### src/rtl/graph_pkg.sv
// graph_pkg: shared FSM encoding, tag layout and derived constants for worker_ctrl
package graph_pkg;
    localparam int DEF_Q = 16;
    localparam int DEF_VID_ADDR_SPACE = 4;
    localparam int DEF_SUB_BW = 4;
    localparam int DEF_PIPE_LAT = 4;
    localparam int ROWS = 1 << DEF_VID_ADDR_SPACE;
    localparam int NSUB = 1 << DEF_SUB_BW;
    localparam int DONE_CYCLES = ROWS * (2 + DEF_Q * NSUB) + DEF_PIPE_LAT + 1;
    typedef enum logic [2:0] {IDLE, RD_VID, LAT_VID, SCAN, DRAIN, DONE} state_t;
    typedef struct packed {
        logic valid;
        logic first;
        logic last;
        logic row_end;
        logic [3:0] q;
        logic [DEF_VID_ADDR_SPACE-1:0] row;
    } tag_t;
endpackage

### src/rtl/ctrl_tag_pipe.sv
// ctrl_tag_pipe: en-gated tag delay line with sync clear and in-flight flag
module ctrl_tag_pipe
    import graph_pkg::*;
#(
    parameter int DEPTH = DEF_PIPE_LAT
) (
    input  logic clk,
    input  logic rst,
    input  logic en,
    input  tag_t din,
    output tag_t dout,
    output logic pending
);
    tag_t stage [DEPTH];
    always_ff @(posedge clk) begin
        if (rst) begin
            for (int i = 0; i < DEPTH; i++) stage[i] <= '0;
        end else if (en) begin
            stage[0] <= din;
            for (int i = 1; i < DEPTH; i++) stage[i] <= stage[i-1];
        end
    end
    assign dout = stage[DEPTH-1];
    // The output stage is excluded so DRAIN exits while the last tag is being consumed.
    always_comb begin
        pending = 1'b0;
        for (int i = 0; i < DEPTH - 1; i++) pending = pending | stage[i].valid;
    end
endmodule

### src/rtl/worker_ctrl.sv
// worker_ctrl: row/sub-batch sequencer feeding one partition worker
module worker_ctrl
    import graph_pkg::*;
#(
    parameter int Q = DEF_Q,
    parameter int VID_BW = 16,
    parameter int VID_ADDR_SPACE = DEF_VID_ADDR_SPACE,
    parameter int SUB_BW = DEF_SUB_BW,
    parameter int DIST_ADDR_SPACE = 16,
    parameter int LOC_ADDR_SPACE = 4,
    parameter int NEXT_ADDR_SPACE = 4,
    parameter int PRO_ADDR_SPACE = 4,
    parameter int PIPE_LAT = DEF_PIPE_LAT,
    parameter int BATCH_BW = 8
) (
    input  logic                       clk,
    input  logic                       rst,
    input  logic                       en,
    input  logic                       start,
    input  logic [BATCH_BW-1:0]        batch_num,
    input  logic [Q*VID_BW-1:0]        vid_rdata,
    output logic                       vid_ren,
    output logic [VID_ADDR_SPACE-1:0]  vid_raddr,
    output logic                       dist_ren,
    output logic [DIST_ADDR_SPACE-1:0] dist_raddr,
    output logic                       loc_ren,
    output logic [LOC_ADDR_SPACE-1:0]  loc_raddr,
    output logic                       acc_clr,
    output logic                       acc_en,
    output logic                       acc_last,
    output logic [3:0]                 acc_q,
    output logic                       next_wen,
    output logic [NEXT_ADDR_SPACE-1:0] next_waddr,
    output logic                       pro_wen,
    output logic [PRO_ADDR_SPACE-1:0]  pro_waddr,
    output logic [BATCH_BW-1:0]        cur_batch,
    output logic                       busy,
    output logic                       done
);
    state_t state, nxt;
    logic [VID_ADDR_SPACE-1:0] row;
    logic [3:0] q;
    logic [SUB_BW-1:0] sub;
    logic [VID_BW-1:0] vid [Q];
    logic last_issue, pending;
    tag_t tag_in, tag_out;
    assign last_issue = q == 4'(Q - 1) && sub == '1;
    always_comb begin
        nxt = state;
        case (state)
            IDLE:    nxt = start ? RD_VID : IDLE;
            RD_VID:  nxt = LAT_VID;
            LAT_VID: nxt = SCAN;
            SCAN:    nxt = last_issue ? (row == '1 ? DRAIN : RD_VID) : SCAN;
            DRAIN:   nxt = pending ? DRAIN : DONE;
            default: nxt = IDLE;
        endcase
    end
    always_ff @(posedge clk) begin
        if (rst) begin
            state <= IDLE;
            row <= '0;
            q <= '0;
            sub <= '0;
            cur_batch <= '0;
            vid <= '{default: '0};
        end else if (en) begin
            state <= nxt;
            if (state == IDLE && start) begin
                row <= '0;
                cur_batch <= batch_num;
            end
            if (state == LAT_VID) begin
                for (int i = 0; i < Q; i++) vid[i] <= vid_rdata[(Q-i)*VID_BW-1 -: VID_BW];
                q <= '0;
                sub <= '0;
            end
            if (state == SCAN) begin
                sub <= sub + 1'b1;
                if (sub == '1) q <= q + 1'b1;
                if (last_issue && row != '1) row <= row + 1'b1;
            end
        end
    end
    // Each issue carries enough context to drive the worker strobes and row commit later.
    always_comb begin
        tag_in = '0;
        tag_in.valid = state == SCAN;
        tag_in.first = sub == '0;
        tag_in.last = sub == '1;
        tag_in.row_end = last_issue;
        tag_in.q = q;
        tag_in.row = row;
    end
    ctrl_tag_pipe #(.DEPTH(PIPE_LAT)) u_pipe (
        .clk(clk),
        .rst(rst),
        .en(en),
        .din(tag_in),
        .dout(tag_out),
        .pending(pending)
    );
    assign vid_ren = en && state == RD_VID;
    assign vid_raddr = row;
    assign dist_ren = en && state == SCAN;
    assign loc_ren = dist_ren;
    assign dist_raddr = {vid[q][DIST_ADDR_SPACE-SUB_BW-1:0], sub};
    assign loc_raddr = sub;
    assign acc_en = en && tag_out.valid;
    assign acc_clr = acc_en && tag_out.first;
    assign acc_last = acc_en && tag_out.last;
    assign acc_q = tag_out.q;
    assign next_wen = acc_en && tag_out.row_end;
    assign pro_wen = next_wen;
    assign next_waddr = tag_out.row;
    assign pro_waddr = tag_out.row;
    assign busy = state != IDLE;
    assign done = en && state == DONE;
endmodule

### config.mk
export PLATFORM = sky130hd
export DESIGN_NAME = worker_ctrl
export DESIGN_NICKNAME = d
export VERILOG_FILES = /design/src/rtl/graph_pkg.sv /design/src/rtl/ctrl_tag_pipe.sv /design/src/rtl/worker_ctrl.sv
export SDC_FILE = /design/constraint.sdc
export NUM_CORES = 1
export LEC_CHECK = 0
export ABC_AREA = 1
export ABC_CLOCK_PERIOD_IN_PS = 1810
export CORE_MARGIN = 2
export CORE_UTILIZATION = 30
export CTS_BUF_LIST = sky130_fd_sc_hd__clkbuf_4
export CTS_CLUSTER_SIZE = 20
export DETAILED_ROUTE_END_ITERATION = 7
export MAX_ROUTING_LAYER = met4
export PLACE_DENSITY = 0.57
export SKIP_LAST_GASP = 1
export SYNTH_ARGS = -nofsm -noshare
export SYNTH_HDL_FRONTEND = slang
export SYNTH_SLANG_ARGS = --single-unit
export TNS_END_PERCENT = 20
### constraint.sdc
create_clock -name clk -period 1.81 [get_ports clk]
set_input_delay 0.2715 -clock clk [delete_from_list [all_inputs] [get_ports clk]]
set_output_delay 0.2715 -clock clk [all_outputs]
set_load 0.005 [all_outputs]
Yosys cells after proc, flatten, opt, wreduce, memory -nomap -nowiden
Memories as Yosys holds them, arrays and structs flattened.
Cells that the tools add are included.
Widths: inputs -> output; s select.
{"block": "op_classes", "addsub": 3, "n_lt_le_gt_ge": 1, "n_eq_ne": 9, "mux": 25, "n_bitwise": 7, "n_reduce_logical": 17}
{"op": "$mux 12", "n": 6}
{"op": "$bmux 16 s4", "n": 1}
{"op": "$mux 4", "n": 8}
{"op": "$pmux 3 s5", "n": 1}
{"op": "$add 4x1->4 const B", "n": 3}
{"op": "$eq 4x4->1 const B", "n": 3}
{"op": "$logic_and 1x1->1", "n": 10}
{"op": "$mux 1", "n": 7}
{"op": "$eq 3x2->1 const B", "n": 2}
{"op": "$eq 3x3->1 const B", "n": 2}
{"op": "$mux 3", "n": 2}
{"op": "$or 1x1->1", "n": 6}
{"op": "$reduce_and 2->1", "n": 3}
{"op": "$ge 5x5->1 const B", "n": 1}
{"op": "$not 4->5", "n": 1}
{"op": "$logic_not 4->1", "n": 1}
{"op": "$ne 4x4->1 const B", "n": 1}
{"op": "$eq 3x1->1 const B", "n": 1}
{"op": "$logic_not 3->1", "n": 1}
{"op": "$reduce_bool 3->1", "n": 1}
{"op": "$reduce_bool 2->1", "n": 1}
{"block": "totals", "reg_bits": 279, "mem_bits_rw": 48, "in_bits": 268, "output_inout_bits": 54, "word_cells": 84, "memories": 1}
{"name": "u_pipe.stage", "depth": 4, "width": 12, "read_ports": 4, "rd_ports_with_merged_regs": 0, "wr": 4, "line_no": "ctrl_tag_pipe.sv:14", "text": "tag_t stage [DEPTH];"}

Longest topological paths before layout
Gate-level depths: netlist (run 1).
{"block": "depth", "ltp_word": 5, "mapped_depth": 10, "depth_no_buf": 9}

By module
From an unflattened synthesis (run 1), not the netlist that was laid out.
{"block": "unflattened", "cells_unflattened": 1601, "area_unflattened_um2": 11668.7}
{"mod": "worker_ctrl", "n_inst": 1, "cells_per_inst": 1436, "area_per_inst_um2": 9683.0}
{"mod": "ctrl_tag_pipe", "n_inst": 1, "cells_per_inst": 165, "area_per_inst_um2": 1985.7}

Least setup slack after synthesis (run 1)
Ideal clock, no wire load.
{"block": "synth_path", "path_type": "input-to-reg", "from": "input port en", "to": "memory u_pipe.stage[0][0] (netlist name) (enable)", "arrival_time_ps": 1506, "required_ps": 1408, "path_slack_ps": -98, "stages": 3, "path_cell_list": "buf_2 nor2_1 inv_1"}
{"item": "start: declaration", "line_no": "worker_ctrl.sv:18", "text": "input logic en,"}
{"item": "end: declaration", "line_no": "ctrl_tag_pipe.sv:14"}

Worst setup path after layout (run 1)
{"block": "layout_path", "from": "register q[0]", "to": "output port dist_raddr[4]"}
{"block": "layout_between", "elab_chain_len": 4}
{"item": "start: declaration", "line_no": "worker_ctrl.sv:42", "text": "logic [3:0] q;"}
{"item": "start signal: assignment", "line_no": "worker_ctrl.sv:80", "text": "if (sub == '1) q <= q + 1'b1;"}
{"item": "$not 4->5 (not written as such)", "line_no": "worker_ctrl.sv:107", "text": "assign dist_raddr = {vid[q][DIST_ADDR_SPACE-SUB_BW-1:0], sub};"}
{"item": "$bmux 16 s4", "line_no": "worker_ctrl.sv:107"}
{"item": "$mux 12 (not written as such) (2 in series)", "line_no": "worker_ctrl.sv:107"}
{"item": "end: declaration", "line_no": "worker_ctrl.sv:25", "text": "output logic [DIST_ADDR_SPACE-1:0] dist_raddr,"}
No other way between the ends. The select of a mux whose other input is x is not followed.

==> impl_metrics.toml, run 1 <==
[critical_path]
path_cells = "buf_12 > buf_12 > buf_6 > nor2_1 > nor2_1 > o21ai_1 > nand3_1 > nand3_1 > nand2_2 > buf_2"
critPathCapture = "dist_raddr[4]"
cp.buffers_inverters = 4
slowest_delay_ps = 360
reg2reg_slack_ps = -10
critical_path_depth = 10
slowest_stage = "dfxtp_4"
crit_required_ps = 1540
path_max_fanout = 7
crit_path_end_kind = "output pin"
startpoint = "q[0]$_SDFFE_PP0P_"
regToRegStartpoint = "q[1]$_SDFFE_PP0P_"
path_delay_family = "buffers and inverters"
rr_worst_depth = 10
cp-start-kind = "register"
critPathKind = "register to output pin"
r2r_end = "state[0]$_SDFFE_PP0P_"
worstPathArrival_ps = 2130

[power_and_ir_drop]
fin_total_pwr_mw = 12.63
p_int_mw = 9.475
switchingPower_mw = 3.159
seq_power_share_pct = 50.0
p_per_area_nw_per_um2 = 770.0
irDropWorstVdd_mv = 0.3321
p_clk_share_pct = 40.3
leakage_nw = 7.032
sw_frac_of_total_pct = 25.00
pwr-share-comb_pct = 9.7

[routing]
ant_nets = 0
drtPass1Iterations = 6
wirelength_um = 39210
via_per_inst = 4.592
dr_total_vias = 11443
drc = 0
routedWlPerCell_um = 15.74
drt_iter0_markers = 743

[grt]
grt.overflow.total = 0
grt_usage_pct = 19.45
grt_max_degree = 79
grt_pass1_wl_um = 60550
grt_pass1_vias = 11380
grt_antenna_before_repair = 8

[timing]
hold_viol = 0
rsz0062_at_grt = "true"
max_freq_ghz = 0.4159
fin_crit_ps = 2405
whs_ps = 182.3
setup_viol = 33
tightest_slew_ps = 473.0
relSlewSlack_pct = 68.43
setup_ws_ps = -594.7
slew_viol_final = 0
finalSetupTns_ps = -9907
final.period_utilization_pct = 132.9
finClkSkew_ps = 36.84

[floorplan]
initial_utilization_pct = 30.31
io_pins = 322
core_area_um2 = 38560
die_x_um = 201.4
die_area_um2 = 40540
rows = 72
die_h_um = 201.4

[layout]
fin_nets = 2195
layout-drive-gt1-share_pct = 14.60
syn2layout_area_growth_pct = 40.41
design_area_um2 = 16410

[placed_design]
gp_congestion = 0.8945
hpwl_um = 28200
portBuffers = 257
place_area_um2 = 15190

[cts]
path_clk_slew_ps = 70
numCtsBuffers = 73
cts_tree = "built"
clk-insertion-delay-late_ps = 680
htreeDepth = 3
clock_path_buffers = 3
cts.sinks = 263
ctsRootBufferMaster = "clkbuf_4"

[synthesis]
synth_edf_count = 48
ys_seq_area_share_pct = 49.17
syn_area_per_cell_um2 = 7.195
synth_area_um2 = 11680
synth_cell_types = 32
synth.net_count = 1896
synth_area_leaders = "dfxtp_1 37%, nor2_1 21%, edfxtp_1 12%"
async_reset_ff_share_pct = 0
ys.flop_type = "dfxtp_1"
synth_seq_cells = 263
yosysTopAreaCell = "dfxtp_1"
ys_warn_count = 0
netlist_instances = 1624
yosys.area.top_type_share_pct = 36.83

[outcome]
status = "complete, but fails checks"
violations = "negative setup slack"

[flow_run]
drv_cap = 0

[hold_path]
hold_path_class = "input pin to register"
-- registers in the layout (all words and copies together) (netlist names) --
register,cells
loc_raddr,4
vid_raddr,4
vid,192
state,3
cur_batch,8
q,4
u_pipe.stage,48
-- cell families after synthesis --
family | after synthesis | synth area share, %
flops | 263 | 49.17
simple gates | 814 | 27.25
buf+inv | 222 | 9.327
fa+ha+maj | 4 | 0.4283
compound gates | 321 | 13.82
-- worst min-delay path by stage --
stage | start | end | cells past startpoint
CTS | vid_rdata[208] | vid[208]$_SDFFE_PP0P_ | 3
global placement | cur_batch[0]$_SDFFE_PP0P_ | cur_batch[0]$_SDFFE_PP0P_ | 2
detailed placement | cur_batch[0]$_SDFFE_PP0P_ | cur_batch[0]$_SDFFE_PP0P_ | 2
global route | vid_rdata[74] | vid[74]$_SDFFE_PP0P_ | 3
finish | vid_rdata[208] | vid[208]$_SDFFE_PP0P_ | 3
floorplan | vid_rdata[147] | vid[147]$_SDFFE_PP0P_ | 2
-- power by group through the flow --
stage / Clock [mW] / Sequential (mW) / Combinational [mW]
global route: 5.58 / 6.33 / 1.35
CTS: 5.28 / 6.31 / 1.23
finish: 5.09 / 6.31 / 1.23
global placement: 0 / 6.43 / 1.21
detailed placement: 0 / 6.43 / 1.22
floorplan: 0 / 6.39 / 0.495
-- stage by stage --
step,std cells,utilization [%],worst slack (ps)
after floorplan,1624,-,33.10
after global placement,2353,39.39,-329.1
after detailed placement,2353,39.39,-334.3
after CTS,2478,42.22,-618.1
after global routing,2492,42.55,-701.0
final,2492,42.55,-594.7
-- synthesized netlist by cell type, types with 4 or more instances --
cell	number
nand2_1	103
buf_2	37
nor2_1	639
nand3_1	57
o21ai_0	194
o21ai_1	109
buf_4	32
clkbuf_1	46
dfxtp_1	215
a21oi_1	15
edfxtp_1	48
inv_1	86
ha_1	4
buf_1	4
buf_6	11
-- cell type report --
type	instances	area, um2
clock inverter	22	118.9
clock buffer	96	720.7
timing repair buffer	355	3677
tap	518	648.1
sequential	263	5762
antenna	8	20.02
fill	3994	22150
inverter	90	356.6
multi-input combinational	1139	5096
timing repair inverter	1	7.507
-- worst min-delay path: cells and delay by family --
family / cells / cell delay [ps]
buffers and inverters: 1 / 400
and+or+nand+nor: 2 / 150
-- layout by cell type, fill, tap and decap left out, drive strengths merged, types with 8 or more instances in the layout --
| master | instances |
|---|---|
| a21oi | 15 |
| buf | 110 |
| clkbuf | 97 |
| clkdlybuf4s50 | 244 |
| clkinv | 17 |
| dfxtp | 215 |
| diode | 8 |
| edfxtp | 48 |
| inv | 91 |
| nand2 | 104 |
| nand3 | 58 |
| nor2 | 641 |
| o21ai | 303 |
-- per-layer routing --
metal	up-vias	wire length, um	global-route usage, %	share of wire [%]
li1	5815	-	-	-
met1	5215	17340	24.46	44
met2	357	18470	30.90	47
met3	56	2725	4.843	6.9
met4	0	678	5.725	1.7
met5	-	0	-	0
-- timing repair --
action,4_1_cts,5_1_grt
pin swaps,37,12
hold buffers,0,0
buffers inserted,7,6
setup endpoints to repair,55,59
gates resized for setup,138,32
cloned,1,1
(Power assumes the default switching activity.)
==> run 2, diff against run 1 <==
Settings changed: CTS_CLUSTER_DIAMETER set to 60.
==> impl_metrics.toml, run 2 (same netlist as run 1, synthesis figures left out) <==
[layout]
fin_nets = 2164
largest_register_ffs = 192
syn2layout_area_growth_pct = 40.83
regMostFlops = "vid"
final_common_cell = "nor2_1"
final_cell_mix = "595 x nor2_1, 244 x clkdlybuf4s50_1, 210 x dfxtp_1"
layout-drive-gt1-share_pct = 14.65
top_regs = "vid: 192 flops, u_pipe.stage: 48 flops, cur_batch: 8 flops"
utilization_pct = 42.68

[routing]
ant_nets = 0
dr_total_vias = 11334
wirelength_um = 39580
drtPass1Iterations = 5
drc = 0
routedWlPerCell_um = 16.24
via_per_inst = 4.651
drt_iter0_markers = 794

[critical_path]
regToRegStartpoint = "q[0]$_SDFFE_PP0P_"
path_max_fanout = 6
path_cells = "buf_12 > buf_12 > buf_12 > nor2_2 > nor2_1 > o21ai_1 > nand3_1 > nand3_2 > nand2_2 > buf_2"
path_delay_family = "buffers and inverters"
critPathKind = "register to output pin"
rr_worst_depth = 13
worstPathArrival_ps = 2270
slowest_stage = "dfxtp_4"
crit_path_end_kind = "output pin"
cp_common_cell = "buf_12"
crit_required_ps = 1540
cp-start-kind = "register"
cp.buffers_inverters = 4
slowest_delay_ps = 400
r2r_end = "state[0]$_SDFFE_PP0P_"
reg2reg_slack_ps = -140

[floorplan]
die_h_um = 201.4
initial_utilization_pct = 30.31
die_x_um = 201.4
rows = 72
io_pins = 322
core_area_um2 = 38560
die_area_um2 = 40540

[hold_path]
hp-start = "vid_rdata[213]"
hold_end = "vid[213]$_SDFFE_PP0P_"
hold_path_class = "input pin to register"
whs_path_depth = 3

[placed_design]
gp_congestion = 0.8945
portBuffers = 257
hpwl_um = 28200

[outcome]
violations = "negative setup slack"
status = "complete, but fails checks"

[grt]
grt.overflow.total = 0
grt_pass1_vias = 11046
grt_usage_pct = 19.41
grt_pass1_wl_um = 60620
grt_antenna_before_repair = 8
grt_max_degree = 79

[timing]
relSlewSlack_pct = 69.55
rsz0062_at_grt = "true"
max_freq_ghz = 0.3938
slew_viol_final = 0
tightest_slew_ps = 456.2
setup_viol = 61
setup_ws_ps = -729.1
whs_ps = 41.81
fin_crit_ps = 2539
hold_viol = 0
final.period_utilization_pct = 140.3
finClkSkew_ps = 72.28

[cts]
cts.sinks = 263
clock_path_buffers = 3
numCtsBuffers = 26
ctsRootBufferMaster = "clkbuf_4"
htreeDepth = 1
clk-insertion-delay-late_ps = 780
cts_tree = "built"
path_clk_slew_ps = 200

[power_and_ir_drop]
leakage_nw = 6.970
p_per_area_nw_per_um2 = 685.8
irDropWorstVdd_mv = 0.3377

[flow_run]
drv_cap = 0
## run 2: power by group
group	switching, mW	leakage [nW]	internal [mW]
Clock	2.56	0.250	1.16
Sequential	0.137	2.28	6.18
Combinational	0.534	4.44	0.706
## run 2: metrics by stage
| stage | setup slack [ps] | total power [mW] | TNS, ps | cells | area (um2) |
|---|---|---|---|---|---|
| after global routing | -816.5 | 11.74 | -22080 | 2437 | 16460 |
| after global placement | -329.1 | 7.644 | -47640 | 2353 | 15190 |
| after detailed placement | -334.3 | 7.650 | -45530 | 2353 | 15190 |
| after CTS | -755.6 | 11.40 | -20530 | 2420 | 16210 |
| final | -729.1 | 11.28 | -15560 | 2437 | 16460 |
| after floorplan | 33.10 | 6.882 | 0 | 1624 | 11690 |
## run 2: cell type report
type / instances / area, um2
clock inverters: 19 / 269.0
repair buffers: 371 / 3973
clock buffers: 28 / 210.2
flip-flops and latches: 263 / 5762
multi-input cells: 1139 / 5204
repair inverters: 1 / 6.256
diodes: 8 / 20.02
well taps: 518 / 648.1
fillers: 3965 / 22100
inverters: 90 / 364.1
## run 2: per-layer routing
metal  GRT usage [%]  part of all wire (%)  vias up
met5               -                     0        -
met4           4.569                   1.8        0
met3           3.110                   6.0       48
met2           31.90                    47      335
met1           25.05                    45     5214
li1                -                     -     5737
## run 2: timing repair
action	CTS	global route
hold buffers	3	0
pin swaps	53	41
hold endpoints to repair	3	0
endpoints found under the setup margin	55	61
buffers inserted	11	8
gates resized for setup	197	62
cloned	6	1
## run 2: worst max-delay path by stage
stage / startpoint / to / slack [ps] / cells after the start
global route: q[0]$_SDFFE_PP0P_ / dist_raddr[15] / -820 / 10
detailed placement: q[0]$_SDFFE_PP0P_ / dist_raddr[4] / -330 / 11
CTS: q[0]$_SDFFE_PP0P_ / dist_raddr[15] / -760 / 12
floorplan: en / u_pipe.stage[0][0]$_SDFFCE_PN0P_ / 30 / 3
global placement: q[0]$_SDFFE_PP0P_ / dist_raddr[14] / -330 / 8
finish: q[0]$_SDFFE_PP0P_ / dist_raddr[9] / -730 / 10
## run 2: worst register-to-register path, cell delays in order, from the launching register on
cell and delay [ps]:
dfxtp_4 410, buf_6 130, buf_12 140, buf_8 140, buf_4 120, ha_1 150
nand3_1 140, nor2_1 190, buf_4 160, nand2_1 50, nand2_1 80, nand3_1 80
nand2_1 70, nand2_1 40
